[src/rtl/decode_queue_pkg.sv]
// Shared decode constants: op codes (WOW = illegal), field widths and base opcodes.
package decode_queue_pkg;

  localparam int OP_W  = 6;
  localparam int IMM_W = 32;
  localparam int REG_W = 5;

  localparam logic [OP_W-1:0] OP_WOW   = 6'd0;
  localparam logic [OP_W-1:0] OP_LUI   = 6'd1;
  localparam logic [OP_W-1:0] OP_AUIPC = 6'd2;
  localparam logic [OP_W-1:0] OP_JAL   = 6'd3;
  localparam logic [OP_W-1:0] OP_JALR  = 6'd4;
  localparam logic [OP_W-1:0] OP_BEQ   = 6'd5;
  localparam logic [OP_W-1:0] OP_BNE   = 6'd6;
  localparam logic [OP_W-1:0] OP_BLT   = 6'd7;
  localparam logic [OP_W-1:0] OP_BGE   = 6'd8;
  localparam logic [OP_W-1:0] OP_BLTU  = 6'd9;
  localparam logic [OP_W-1:0] OP_BGEU  = 6'd10;
  localparam logic [OP_W-1:0] OP_LB    = 6'd11;
  localparam logic [OP_W-1:0] OP_LH    = 6'd12;
  localparam logic [OP_W-1:0] OP_LW    = 6'd13;
  localparam logic [OP_W-1:0] OP_LBU   = 6'd14;
  localparam logic [OP_W-1:0] OP_LHU   = 6'd15;
  localparam logic [OP_W-1:0] OP_SB    = 6'd16;
  localparam logic [OP_W-1:0] OP_SH    = 6'd17;
  localparam logic [OP_W-1:0] OP_SW    = 6'd18;
  localparam logic [OP_W-1:0] OP_ADDI  = 6'd19;
  localparam logic [OP_W-1:0] OP_SLTI  = 6'd20;
  localparam logic [OP_W-1:0] OP_SLTIU = 6'd21;
  localparam logic [OP_W-1:0] OP_XORI  = 6'd22;
  localparam logic [OP_W-1:0] OP_ORI   = 6'd23;
  localparam logic [OP_W-1:0] OP_ANDI  = 6'd24;
  localparam logic [OP_W-1:0] OP_SLLI  = 6'd25;
  localparam logic [OP_W-1:0] OP_SRLI  = 6'd26;
  localparam logic [OP_W-1:0] OP_SRAI  = 6'd27;
  localparam logic [OP_W-1:0] OP_ADD   = 6'd28;
  localparam logic [OP_W-1:0] OP_SUB   = 6'd29;
  localparam logic [OP_W-1:0] OP_SLL   = 6'd30;
  localparam logic [OP_W-1:0] OP_SLT   = 6'd31;
  localparam logic [OP_W-1:0] OP_SLTU  = 6'd32;
  localparam logic [OP_W-1:0] OP_XOR   = 6'd33;
  localparam logic [OP_W-1:0] OP_SRL   = 6'd34;
  localparam logic [OP_W-1:0] OP_SRA   = 6'd35;
  localparam logic [OP_W-1:0] OP_OR    = 6'd36;
  localparam logic [OP_W-1:0] OP_AND   = 6'd37;

  localparam logic [6:0] OPC_LUI    = 7'h37;
  localparam logic [6:0] OPC_AUIPC  = 7'h17;
  localparam logic [6:0] OPC_JAL    = 7'h6f;
  localparam logic [6:0] OPC_JALR   = 7'h67;
  localparam logic [6:0] OPC_BRANCH = 7'h63;
  localparam logic [6:0] OPC_LOAD   = 7'h03;
  localparam logic [6:0] OPC_STORE  = 7'h23;
  localparam logic [6:0] OPC_OPIMM  = 7'h13;
  localparam logic [6:0] OPC_OP     = 7'h33;

  typedef struct packed {
    logic [OP_W-1:0]  op;
    logic [IMM_W-1:0] imm;
    logic             rs1_query;
    logic             rs2_query;
    logic             to_lsb;
  } dec_t;

endpackage

[src/rtl/decode_queue_fields.sv]
// Combinational decode of one instruction word into op, immediate, queries and routing.
module decode_fields
  import decode_queue_pkg::*;
(
  input  logic [31:0] ins,
  output dec_t        dec
);

  logic [6:0]       opc;
  logic [2:0]       f3;
  logic             alt;
  logic [OP_W-1:0]  op;
  logic [IMM_W-1:0] imm_u, imm_j, imm_i, imm_b, imm_s;

  assign opc = ins[6:0];
  assign f3  = ins[14:12];
  assign alt = ins[30];

  assign imm_u = {ins[31:12], 12'b0};
  assign imm_j = {{12{ins[31]}}, ins[19:12], ins[20], ins[30:21], 1'b0};
  assign imm_i = {{20{ins[31]}}, ins[31:20]};
  assign imm_b = {{20{ins[31]}}, ins[7], ins[30:25], ins[11:8], 1'b0};
  assign imm_s = {{20{ins[31]}}, ins[31:25], ins[11:7]};

  always_comb begin
    op = OP_WOW;
    case (opc)
      OPC_LUI:   op = OP_LUI;
      OPC_AUIPC: op = OP_AUIPC;
      OPC_JAL:   op = OP_JAL;
      OPC_JALR:  op = (f3 == 3'b000) ? OP_JALR : OP_WOW;
      OPC_BRANCH:
        case (f3)
          3'b000:  op = OP_BEQ;
          3'b001:  op = OP_BNE;
          3'b100:  op = OP_BLT;
          3'b101:  op = OP_BGE;
          3'b110:  op = OP_BLTU;
          3'b111:  op = OP_BGEU;
          default: op = OP_WOW;
        endcase
      OPC_LOAD:
        case (f3)
          3'b000:  op = OP_LB;
          3'b001:  op = OP_LH;
          3'b010:  op = OP_LW;
          3'b100:  op = OP_LBU;
          3'b101:  op = OP_LHU;
          default: op = OP_WOW;
        endcase
      OPC_STORE:
        case (f3)
          3'b000:  op = OP_SB;
          3'b001:  op = OP_SH;
          3'b010:  op = OP_SW;
          default: op = OP_WOW;
        endcase
      OPC_OPIMM:
        case (f3)
          3'b000:  op = OP_ADDI;
          3'b001:  op = OP_SLLI;
          3'b010:  op = OP_SLTI;
          3'b011:  op = OP_SLTIU;
          3'b100:  op = OP_XORI;
          3'b101:  op = alt ? OP_SRAI : OP_SRLI;
          3'b110:  op = OP_ORI;
          default: op = OP_ANDI;
        endcase
      OPC_OP:
        case (f3)
          3'b000:  op = alt ? OP_SUB : OP_ADD;
          3'b001:  op = OP_SLL;
          3'b010:  op = OP_SLT;
          3'b011:  op = OP_SLTU;
          3'b100:  op = OP_XOR;
          3'b101:  op = alt ? OP_SRA : OP_SRL;
          3'b110:  op = OP_OR;
          default: op = OP_AND;
        endcase
      default: op = OP_WOW;
    endcase
  end

  // Illegal encodings keep everything but op at zero so they route to RS inertly.
  always_comb begin
    dec    = '0;
    dec.op = op;
    if (op != OP_WOW) begin
      case (opc)
        OPC_LUI, OPC_AUIPC: dec.imm = imm_u;
        OPC_JAL:            dec.imm = imm_j;
        OPC_JALR: begin
          dec.imm       = imm_i;
          dec.rs1_query = 1'b1;
        end
        OPC_BRANCH: begin
          dec.imm       = imm_b;
          dec.rs1_query = 1'b1;
          dec.rs2_query = 1'b1;
        end
        OPC_LOAD: begin
          dec.imm       = imm_i;
          dec.rs1_query = 1'b1;
          dec.to_lsb    = 1'b1;
        end
        OPC_STORE: begin
          dec.imm       = imm_s;
          dec.rs1_query = 1'b1;
          dec.rs2_query = 1'b1;
          dec.to_lsb    = 1'b1;
        end
        OPC_OPIMM: begin
          dec.imm       = imm_i;
          dec.rs1_query = 1'b1;
        end
        OPC_OP: begin
          dec.rs1_query = 1'b1;
          dec.rs2_query = 1'b1;
        end
        default: ;
      endcase
    end
  end

endmodule

[src/rtl/decode_queue.sv]
// Circular instruction queue between fetch and issue; decodes the head and issues it
// as a registered one-cycle pulse when the structures it needs have room.
module decode_queue
  import decode_queue_pkg::*;
#(
  parameter int DEPTH = 4,
  parameter int PC_W  = 32,
  parameter int INS_W = 32
) (
  input  logic               clk,
  input  logic               rst_n,
  input  logic               rdy,
  input  logic               flush,
  input  logic               ifq_valid,
  input  logic [INS_W-1:0]   ifq_ins,
  input  logic [PC_W-1:0]    ifq_pc,
  input  logic [PC_W-1:0]    ifq_pred_pc,
  output logic               ifq_full,
  input  logic               rob_full,
  input  logic               rs_full,
  input  logic               lsb_full,
  output logic               out_valid,
  output logic [OP_W-1:0]    out_op,
  output logic [REG_W-1:0]   out_rd,
  output logic [IMM_W-1:0]   out_imm,
  output logic [PC_W-1:0]    out_pc,
  output logic [PC_W-1:0]    out_pred_pc,
  output logic               out_to_lsb,
  output logic               rs1_query,
  output logic [REG_W-1:0]   rs1_pos,
  output logic               rs2_query,
  output logic [REG_W-1:0]   rs2_pos
);

  localparam int PTR_W = $clog2(DEPTH);
  localparam int CNT_W = PTR_W + 1;

  logic [INS_W-1:0] ins_mem  [DEPTH];
  logic [PC_W-1:0]  pc_mem   [DEPTH];
  logic [PC_W-1:0]  pred_mem [DEPTH];

  logic [PTR_W-1:0] head, tail;
  logic [CNT_W-1:0] count;
  logic [INS_W-1:0] head_ins;
  dec_t             hd;
  logic             unit_free, do_issue, do_enq;

  assign ifq_full = (count == CNT_W'(DEPTH));
  assign head_ins = ins_mem[head];

  decode_fields u_fields (
    .ins (head_ins[31:0]),
    .dec (hd)
  );

  assign unit_free = hd.to_lsb ? !lsb_full : !rs_full;
  assign do_issue  = rdy && !flush && (count != '0) && !rob_full && unit_free;
  assign do_enq    = rdy && !flush && ifq_valid && !ifq_full;

  always_ff @(posedge clk) begin
    if (rst_n && do_enq) begin
      ins_mem[tail]  <= ifq_ins;
      pc_mem[tail]   <= ifq_pc;
      pred_mem[tail] <= ifq_pred_pc;
    end
  end

  // Pointers wrap naturally because DEPTH is a power of two.
  always_ff @(posedge clk) begin
    if (!rst_n) begin
      head  <= '0;
      tail  <= '0;
      count <= '0;
    end else if (rdy) begin
      if (flush) begin
        head  <= '0;
        tail  <= '0;
        count <= '0;
      end else begin
        if (do_enq)   tail <= tail + PTR_W'(1);
        if (do_issue) head <= head + PTR_W'(1);
        count <= count + CNT_W'(do_enq) - CNT_W'(do_issue);
      end
    end
  end

  always_ff @(posedge clk) begin
    if (!rst_n || (rdy && !do_issue)) begin
      out_valid   <= 1'b0;
      out_op      <= '0;
      out_rd      <= '0;
      out_imm     <= '0;
      out_pc      <= '0;
      out_pred_pc <= '0;
      out_to_lsb  <= 1'b0;
      rs1_query   <= 1'b0;
      rs1_pos     <= '0;
      rs2_query   <= 1'b0;
      rs2_pos     <= '0;
    end else if (rdy) begin
      out_valid   <= 1'b1;
      out_op      <= hd.op;
      out_rd      <= head_ins[11:7];
      out_imm     <= hd.imm;
      out_pc      <= pc_mem[head];
      out_pred_pc <= pred_mem[head];
      out_to_lsb  <= hd.to_lsb;
      rs1_query   <= hd.rs1_query;
      rs1_pos     <= head_ins[19:15];
      rs2_query   <= hd.rs2_query;
      rs2_pos     <= head_ins[24:20];
    end
  end

endmodule
[config.mk]
export PLATFORM = sky130hd
export DESIGN_NAME = decode_queue
export DESIGN_NICKNAME = d
export VERILOG_FILES = /design/src/rtl/decode_queue_pkg.sv /design/src/rtl/decode_queue_fields.sv /design/src/rtl/decode_queue.sv
export SDC_FILE = /design/constraint.sdc
export NUM_CORES = 1
export LEC_CHECK = 0
export CAP_MARGIN = 0
export CORE_MARGIN = 2
export CORE_UTILIZATION = 40
export DETAILED_ROUTE_END_ITERATION = 12
export PLACE_DENSITY = 0.59
export RECOVER_POWER = 100
export SETUP_SLACK_MARGIN = 0.5
export SLEW_MARGIN = 5
export SYNTH_ARGS = -nofsm -noshare
export SYNTH_HDL_FRONTEND = slang
export SYNTH_SLANG_ARGS = --single-unit
[constraint.sdc]
create_clock -name clk -period 4.3 [get_ports clk]
set_input_delay 0.86 -clock clk [delete_from_list [all_inputs] [get_ports clk]]
set_output_delay 0.86 -clock clk [all_outputs]
set_load 0.05 [all_outputs]
Yosys cells after proc, flatten, opt, wreduce, memory -nomap -nowiden
Memories as Yosys holds them, arrays and structs flattened. A register that Yosys moved wholly into a read port is not among the register bits. Cells that the tools add are included.

Register bits: 64. Word-level logic and storage cells: 89. Memories kept: 3. RAM bits: 384. Bits of input ports: 104. Output and inout port bits: 122.

Memories: ins_mem (depth 4, width 32, rd ports 1, clocked after memory_dff 1, write ports 1, RTL line decode_queue.sv:38) `logic [INS_W-1:0] ins_mem [DEPTH];`; pc_mem (depth 4, width 32, rd ports 1, clocked after memory_dff 1, write ports 1, RTL line decode_queue.sv:39) `logic [PC_W-1:0] pc_mem [DEPTH];`; pred_mem (depth 4, width 32, rd ports 1, clocked after memory_dff 1, write ports 1, RTL line decode_queue.sv:40) `logic [PC_W-1:0] pred_mem [DEPTH];`.

Reduce and logical (&&, ||, !) cells: 28. Eq/ne operators: 17. $add $sub $neg: 4. Muxes and demuxes: 25.

Operators by type and width (number): 32-bit one-hot mux with 5 select lines (1); 6-bit one-hot mux with 7 select lines (2); 6-bit one-hot mux with 9 select lines (1); 35-bit two-way mux (1); 4-bit one-hot mux with 6 select lines (1); 7-bit by 6-bit == test with 1-bit output (second input constant) (3); 7-bit == test (second input constant) (3); 4-bit one-hot mux with 5 select lines (1); 3-bit == test (second input constant) (5); 5-bit one-hot mux with 3 select lines (1); 7-bit by 5-bit == test with 1-bit output (second input constant) (2); 2-bit two-way mux (6); 1-bit two-way mux (9); 1-bit logical AND (8); 7-bit by 2-bit == test with 1-bit output (second input constant) (1); 1-bit logical NOT (7); 3-bit by 2-bit == test with 1-bit output (second input constant) (2); 3-bit two-way mux (2); 6-bit nonzero test (1); 3-bit OR reduction (2); 6-bit OR reduction (1); 2-bit by 1-bit adder with 2-bit output (second input constant) (2); 2-bit AND reduction (2); 2-bit nonzero test (2); 7 further kinds (8).

Longest topological paths before layout
Gate-level depths: netlist of the first run.

Word-level depth: 11. Depth in mapped cells: 20. Mapped depth without buffers: 16.

Cells and area by module
A second synthesis of the first run with hierarchy kept.

Cell total of the unflattened synthesis: 1133. Area, all modules: 19655.1 um2.

By module, submodules not included: decode_queue (area an instance 18332.6 um2, seq. area each 14133.6 um2, times used 1, cells each 934); decode_fields (area an instance 1322.5 um2, seq. area each 0.0 um2, times used 1, cells each 199).

Least setup slack after synthesis of the first run
No wires, ideal clock.

Path kind: register to register. Start point: register with a tool-made name. End point: register count[2]. Setup slack: 109 ps. Stages on the path, launching flop included: 19. Data arrival time: 4076 ps. Library setup time: 115 ps. Clock period less this slack: 4191 ps. Path buffers: 3. Data required time: 4185 ps. Cell sequence: dfxtp_1 buf_4 buf_4 mux4_2 buf_2 nor4b_1 a211oi_1 nand4_1 o31a_1 or3_1 ha_1 inv_1 ha_1 inv_1 fa_1 xnor2_1 a21oi_1 nor2b_1 o21a_1.

RTL lines: end signal, assigned (RTL line decode_queue.sv:82) `count <= count + CNT_W'(do_enq) - CNT_W'(do_issue);`; end, declared (RTL line decode_queue.sv:43) `logic [CNT_W-1:0] count;`.

==> summary.md, run 1 <==
| Metric | Value |
|---|---|
| Status | `complete, but fails checks` |
| Failing checks | `capacitance limit, slew limit` |
| Routed Antenna Nets | `0` |
| Synth Area in XOR/XNOR | `0.0896%` |
| Core area | `0.0486 mm2` |
| Fill count | `4067` |
| Final core occ | `51.4%` |
| Clock Skew | `14.6 ps` |
| Synth warnings | `0` |
| Maxcap violations | `7` |
| Post-Route WL | `46.5 mm` |
| Pwr dens | `412 mW/mm2` |
| Hold wc startpoint | `out_imm[15]$_SDFFE_PP0P_` |
| Synth Flop Type | `edfxtp_1` |
| Multi-input logic area | `0.00524 mm2` |
| Async SR Flop Fraction | `0%` |
| Post-route design area | `0.0250 mm2` |
| Number of global-route vias before repair | `11300` |
| Final setup fails | `0` |
| Top Usage Layer GRT | `met2` |
| Share of the synthesized area in the top cell type | `59.0%` |
| Die span in x | `225 um` |
| Worst reg2reg path depth | `20` |
| Post-Synth Adder-Cell Area | `0.486%` |
| CTS Root Cell | `clkbuf_16` |
| Syn Inst Count | `1148` |
| Layout cell share with drive strength beyond 1 | `20.1%` |
| Worst Path Required | `4800 ps` |
| Pins Over Slew Limit | `344` |
| Top cells by area, synth | `edfxtp_1, dfxtp_1, mux4_2, mux2i_1, nor2_1` |
| CP Max Fanout | `7` |
| HPWL after DPL | `27.8 mm` |
| First drt pass iteration count | `5` |
| Synth unique cells | `61` |
| FP Rows | `81` |
| Die area | `0.0507 mm2` |
| Post-synthesis cell area | `0.0196 mm2` |
| Hold Violations, Final | `0` |
| GPL Wtd Cong | `0.838` |
| Final period utilization | `96.1%` |
| CTS tree | `yes` |
| Largest family of logic cells by synthesized area | `multiplexers` |
| Worst vdd ir | `343 uV` |
| Slack of the critical path | `170 ps` |
| Worst Tran Pin Value | `1900 ps` |
| Reg-to-reg endpoint | `count[2]$_SDFFE_PN0P_` |
| EDFF count, synth | `384` |
| Synth Area in Simple Gates | `5.69%` |
| Most frequent cell after synthesis | `edfxtp_1` |
| Global-route usage over all layers | `18.3%` |
| Clk buf depth | `3` |
| Dpl ws | `-16.1 ps` |
| Initial antenna violation count | `11` |
| Grt met2 use | `30.2%` |
| Total number of vias | `11100` |
| Largest net degree at the start of global routing | `66` |
| CP Launch Type | `flip-flop` |
| Worst EP arrival | `4630 ps` |
| Worst skew pair latency | `600 ps` |
| Yosys reg bits | `514` |
| Synthesis-to-finish area growth | `27.8%` |
| Synth cell count leaders | `edfxtp_1, dfxtp_1, nor2_1` |
| RSZ-0062 raised after global routing | `yes` |
| Syn Area/Cell | `17.0 um2` |
| Endpoint class of the critical path | `flip-flop` |
| I/O pins | `226` |
| Max_slew headroom | `-26.8%` |
| Number of H-tree levels | `2` |
| Clock slew at reported path FFs | `60 ps` |
| Period minus WS final | `4130 ps` |
| DR DRC count | `0` |
| Clock Sinks | `514` |
| DR WL/cell | `22.0 um` |
| First-pass GRT wire length | `69.6 mm` |
| WHS Endpoint | `out_imm[15]$_SDFFE_PP0P_` |
| Total CTS buffers | `53` |
| I/O Buffers | `225` |
| Seq/Total Area, Yosys | `72.3%` |
| Synth Area in Compound Gates | `4.04%` |
| M1 GR Usage | `23.9%` |
| Hold depth | `2` |
| GR Overflow Total | `0` |
| R2R Setup Slk | `170 ps` |
| Cell taking the most area after synthesis | `edfxtp_1` |
| Initial Utilization | `40.2%` |
| Max frequency | `0.242 GHz` |
| Vias per cell | `5.22` |
| Worst min path class | `flip-flop to flip-flop` |
| Sequential Area | `0.0141 mm2` |
| DP Area | `0.0229 mm2` |
| Die Height | `225 um` |
| Nets | `1560` |
| Detailed router's first-iteration violation count | `872` |
| GR Util met3 | `5.37%` |
| Leak | `8.70 nW` |
| Syn Nets | `1259` |
| Proportion of synthesized area in mux cells | `15.2%` |
| Crit path kind | `flip-flop to flip-flop` |
power by group:
part | internal, mW | switching [mW] | leakage, nW
Combinational | 0.178 | 0.273 | 3.36
Sequential | 5.37 | 0.0185 | 4.52
Clock | 2.60 | 1.87 | 0.827
registers in the layout, indices dropped and copies added (netlist names), 2 cells and up, named ones only:
register     cells
head             2
rs2_pos          5
out_pc          32
count            3
out_pred_pc     32
out_imm         32
pc_mem         128
tail             2
ins_mem        128
out_rd           5
rs1_pos          5
out_op           6
pred_mem       128
area by class of cell:
cell class              count  area share, %
clock inverters            23          0.861
clock buffers              75           5.96
repair buffers            312           12.1
inverters                  23          0.355
diodes                      4         0.0400
well taps                 622           3.11
flip-flops and latches    514           56.6
multi-input cells         545           21.0
critical path: stages, from the launching register on:
cell and delay (ps):
dfxtp_4 370, buf_12 110, buf_16 110, mux4_2 610
or2_4 310, nor4_4 250, buf_4 170, a22oi_2 60
nand4_1 160, buf_4 140, nor4_4 40, or3_4 390
ha_4 230, inv_4 50, ha_4 110, inv_2 30
fa_2 370, xnor2_2 150, a21oi_1 130, nor2b_1 60
o21a_1 150
layout by cell type, fill, tap and decap left out, types with 4 or more instances in the layout:
master	n
a21o_1	23
a21oi_1	32
a22oi_1	6
a2bb2oi_1	7
and3_1	4
buf_12	8
buf_4	63
buf_6	4
clkbuf_1	17
clkbuf_16	55
clkbuf_2	9
clkbuf_8	6
clkdlybuf4s50_1	5
clkinv_1	7
clkinv_2	6
dfxtp_1	127
diode_2	4
dlygate4sd3_1	219
edfxtp_1	384
ha_1	4
inv_1	21
mux2i_1	82
mux4_2	97
nand2_1	60
nand2b_1	5
nand3_1	7
nor2_1	106
nor2b_1	10
nor3_1	10
o21ai_1	5
o32a_1	6
or3_1	4
routing by layer:
layer	vias up	routed length, um
met5	-	64
met4	10	871
met3	82	3060
met2	271	22700
met1	5630	19800
li1	5072	-
per-stage QoR:
stage | hold WS (ps) | total power [mW] | setup TNS, ps | instances
after global routing | 470 | 10.7 | 0 | 2115
final | 457 | 10.3 | 0 | 2118
after detailed placement | 455 | 5.96 | -16.1 | 1980
after floorplan | 514 | 5.72 | 0 | 1148
after CTS | 462 | 10.5 | 0 | 2108
after global placement | 448 | 5.95 | 0 | 1980
how the worst max path moves through the flow:
| stage | cells past startpoint | end | slack (ps) | from |
|---|---|---|---|---|
| 4_1_cts | 18 | count[2]$_SDFFE_PN0P_ | 200 | flip-flop |
| 3_3_place_gp | 17 | count[2]$_SDFFE_PN0P_ | 60 | flip-flop |
| 3_5_place_dp | 17 | count[2]$_SDFFE_PN0P_ | -20 | flip-flop |
| 5_1_grt | 20 | count[2]$_SDFFE_PN0P_ | 10 | flip-flop |
| 6_report | 20 | count[2]$_SDFFE_PN0P_ | 170 | flip-flop |
| 2_1_floorplan | 19 | count[2]$_SDFFE_PN0P_ | 320 | flip-flop |
kinds of logic after synthesis:
kind of cell | count (synthesis)
AOI/OAI and AO/OA | 112
and+or+nand+nor | 244
adders and majority gates | 7
buffers and inverters | 91
DFF | 514
muxes | 178
xor gates and xnor gates | 2
repair_timing:
item / CTS / global route
pin swaps: 20 / 6
hold buffers: 0 / 0
buffers inserted: 27 / 5
setup endpoints to repair: 2 / 75
gates resized for setup: 22 / 8
gates cloned: 3 / 1
Power figures use the tool's default switching activity.
==> inputs of run 2 (changes only) <==
--- a/config.mk
+++ b/config.mk
@@ -5,14 +5,15 @@
 export SDC_FILE = /design/constraint.sdc
 export NUM_CORES = 1
 export LEC_CHECK = 0
-export CAP_MARGIN = 0
+export CAP_MARGIN = 20
 export CORE_MARGIN = 2
 export CORE_UTILIZATION = 40
 export DETAILED_ROUTE_END_ITERATION = 12
-export PLACE_DENSITY = 0.59
+export PLACE_DENSITY = 0.58
 export RECOVER_POWER = 100
 export SETUP_SLACK_MARGIN = 0.5
 export SLEW_MARGIN = 5
 export SYNTH_ARGS = -nofsm -noshare
 export SYNTH_HDL_FRONTEND = slang
+export SYNTH_HIERARCHICAL = 1
 export SYNTH_SLANG_ARGS = --single-unit
==> summary.md, run 2 <==
| Metric | Value |
|---|---|
| HPWL after DPL | `29.8 mm` |
| Period minus WS final | `4610 ps` |
| Endpoint class of the critical path | `flip-flop` |
| Core area | `0.0487 mm2` |
| Pins Over Slew Limit | `0` |
| Post-Route WL | `51.1 mm` |
| FP Rows | `81` |
| Layout cell share with drive strength beyond 1 | `24.3%` |
| Total number of vias | `11800` |
| Final hold slack | `470 ps` |
| CP Max Fanout | `7` |
| Number of H-tree levels | `2` |
| Multi-input logic area | `0.00519 mm2` |
| Max stage delay on crit path | `540 ps` |
| Maxcap violations | `0` |
| Yosys reg bits | `514` |
| CP Launch Type | `flip-flop` |
| Crit path kind | `flip-flop to flip-flop` |
| Final setup fails | `2` |
| Pwr Total | `10.5 mW` |
| Most frequent cells in the layout | `edfxtp_1, dlygate4sd3_1, dfxtp_1, mux4_2, a32o_1` |
| Synth unique cells | `70` |
| Cell taking the most area after synthesis | `edfxtp_1` |
| Final period utilization | `107%` |
| First-pass GRT wire length | `73.2 mm` |
| Clk buf depth | `3` |
| Number of global-route vias before repair | `11700` |
| Seq/Total Area, Yosys | `71.9%` |
| Synth warnings | `6` |
| Worst min path class | `flip-flop to flip-flop` |
| Global-route usage over all layers | `19.3%` |
| Synthesis-to-finish area growth | `31.0%` |
| Share of the synthesized area in the top cell type | `58.7%` |
| Vias per cell | `5.43` |
| Nets | `1567` |
| Die Height | `226 um` |
| CP bufs+invs | `4` |
| Total CTS buffers | `54` |
| Routed Antenna Nets | `0` |
| R2R Setup Slk | `-310 ps` |
| Worst skew pair latency | `620 ps` |
| CTS Root Cell | `clkbuf_16` |
| Max_slew headroom | `15.9%` |
| Worst vdd ir | `352 uV` |
| I/O pins | `226` |
| Sequential Area | `0.0141 mm2` |
| Largest net degree at the start of global routing | `125` |
| Initial antenna violation count | `17` |
| Initial Utilization | `40.3%` |
| Synth cell count leaders | `edfxtp_1, dfxtp_1, mux4_2` |
| Hold Violations, Final | `0` |
| Post-synthesis cell area | `0.0197 mm2` |
| Slack of the critical path | `-305 ps` |
| CP top delay family | `simple AND/OR/NAND/NOR gates` |
| Slowest stage cell, crit path | `mux4_2` |
| I/O Buffers | `225` |
| Max frequency | `0.217 GHz` |
| GPL Wtd Cong | `0.826` |
| Syn Inst Count | `1133` |
| Syn Area/Cell | `17.3 um2` |
| Failing checks | `setup timing` |
| Biggest regs | `ins_mem (128), pc_mem (128), pred_mem (128)` |
| Most frequent cell after synthesis | `edfxtp_1` |
| DR WL/cell | `23.6 um` |
| Syn Nets | `1244` |
| Leak | `8.71 nW` |
| GR Overflow Total | `0` |
| Async SR Flop Fraction | `0%` |
| Worst EP arrival | `5140 ps` |
| Synth Flop Type | `edfxtp_1` |
| Worst Tran Pin Value | `1260 ps` |
| Most common cell after layout, fill and taps aside | `edfxtp_1` |
| Die area | `0.0509 mm2` |
| Clock Sinks | `514` |
| Clock slew at reported path FFs | `60 ps` |
| Detailed router's first-iteration violation count | `898` |
| Die span in x | `226 um` |
| CTS tree | `yes` |
| RSZ-0062 raised after global routing | `yes` |
| Crit path cell chain | `buf_12, mux4_2, and4bb_4, a32oi_4, o32ai_4, nor4b_4, a311oi_4, mux2_4, or3_4, inv_2, ha_4, inv_4, ha_4, inv_2, fa_2, xnor2_2, or3_1, a31oi_1` |
| Status | `complete, but fails checks` |
| Top cells by area, synth | `edfxtp_1, dfxtp_1, mux4_2, a32o_1, a31oi_1` |
| Fill count | `3996` |
| EDFF count, synth | `384` |
| First drt pass iteration count | `5` |
| Worst Path Required | `4830 ps` |
| Pwr dens | `406 mW/mm2` |
| Clock Skew | `25.1 ps` |
| DR DRC count | `0` |
## run 2: final timing paths
check	from	end	cells past startpoint
setup / recovery	flip-flop	count[2]$_SDFFE_PN0P_	18
hold / removal	out_valid$_SDFFE_PP0P_	out_valid$_SDFFE_PP0P_	2
setup reg to reg	flip-flop	count[2]$_SDFFE_PN0P_	18
hold reg to reg	out_valid$_SDFFE_PP0P_	out_valid$_SDFFE_PP0P_	2
## run 2: power breakdown
part / switching (mW) / leakage, nW / internal (mW)
Sequential: 0.00575 / 4.51 / 5.35
Combinational: 0.169 / 3.28 / 0.124
Clock: 1.95 / 0.923 / 2.86
Total: 2.12 / 8.71 / 8.33
## run 2: cell families after synthesis
family / after synthesis / synth area share [%]
buffers and inverters: 107 / 2.78
AOI/OAI and AO/OA: 227 / 8.78
xor gates and xnor gates: 2 / 0.0891
DFF: 514 / 71.9
and+or+nand+nor: 178 / 4.84
adders and majority gates: 8 / 0.535
muxes: 97 / 11.1
## run 2: timing repair
action	4_1_cts	5_1_grt
endpoints found under the setup margin	31	106
endpoints found under the hold margin	0	0
gates cloned	2	10
gates resized for setup	22	52
buffers inserted	33	13
pin swaps	15	33
hold buffers	0	0
## run 2: area by class of cell
| type | instances | area share [%] |
|---|---|---|
| inverters | 16 | 0.253 |
| diodes | 3 | 0.0292 |
| flip-flops and latches | 514 | 54.9 |
| multi-input cells | 513 | 20.2 |
| clock inverters | 28 | 1.20 |
| well taps | 664 | 3.23 |
| clock buffers | 74 | 6.09 |
| repair buffers | 357 | 14.1 |
## run 2: per-stage QoR
stage / setup slack (ps) / setup TNS, ps / instance area (um2) / cells / util, %
floorplan: -639 / -1140 / 19800 / 1133 / -
global placement: -240 / -308 / 23000 / 2006 / 47.3
detailed placement: -297 / -406 / 23000 / 2006 / 47.3
CTS: -226 / -314 / 25300 / 2143 / 51.9
global route: -460 / -777 / 25700 / 2166 / 52.8
finish: -305 / -372 / 25700 / 2169 / 52.8
## run 2: layer usage
layer	GRT usage (%)	up-vias	wire length [um]
met4	6.17	16	1130
met5	0	-	95
met2	30.4	339	24100
met1	26.3	6034	22700
li1	-	5285	-
met3	4.81	94	3130
## run 2: worst min-delay path, cell delays in order, from the launching register on
cell	delay, ps
dfxtp_1	310
nand2_1	60
a21oi_1	50
==> inputs of run 3 (changes only) <==
--- a/config.mk
+++ b/config.mk
@@ -5,7 +5,6 @@
 export SDC_FILE = /design/constraint.sdc
 export NUM_CORES = 1
 export LEC_CHECK = 0
-export CAP_MARGIN = 20
 export CORE_MARGIN = 2
 export CORE_UTILIZATION = 40
 export DETAILED_ROUTE_END_ITERATION = 12
==> results of run 3 <==
Same layout as run 2: the final DEF is identical, and so are final timing and power.
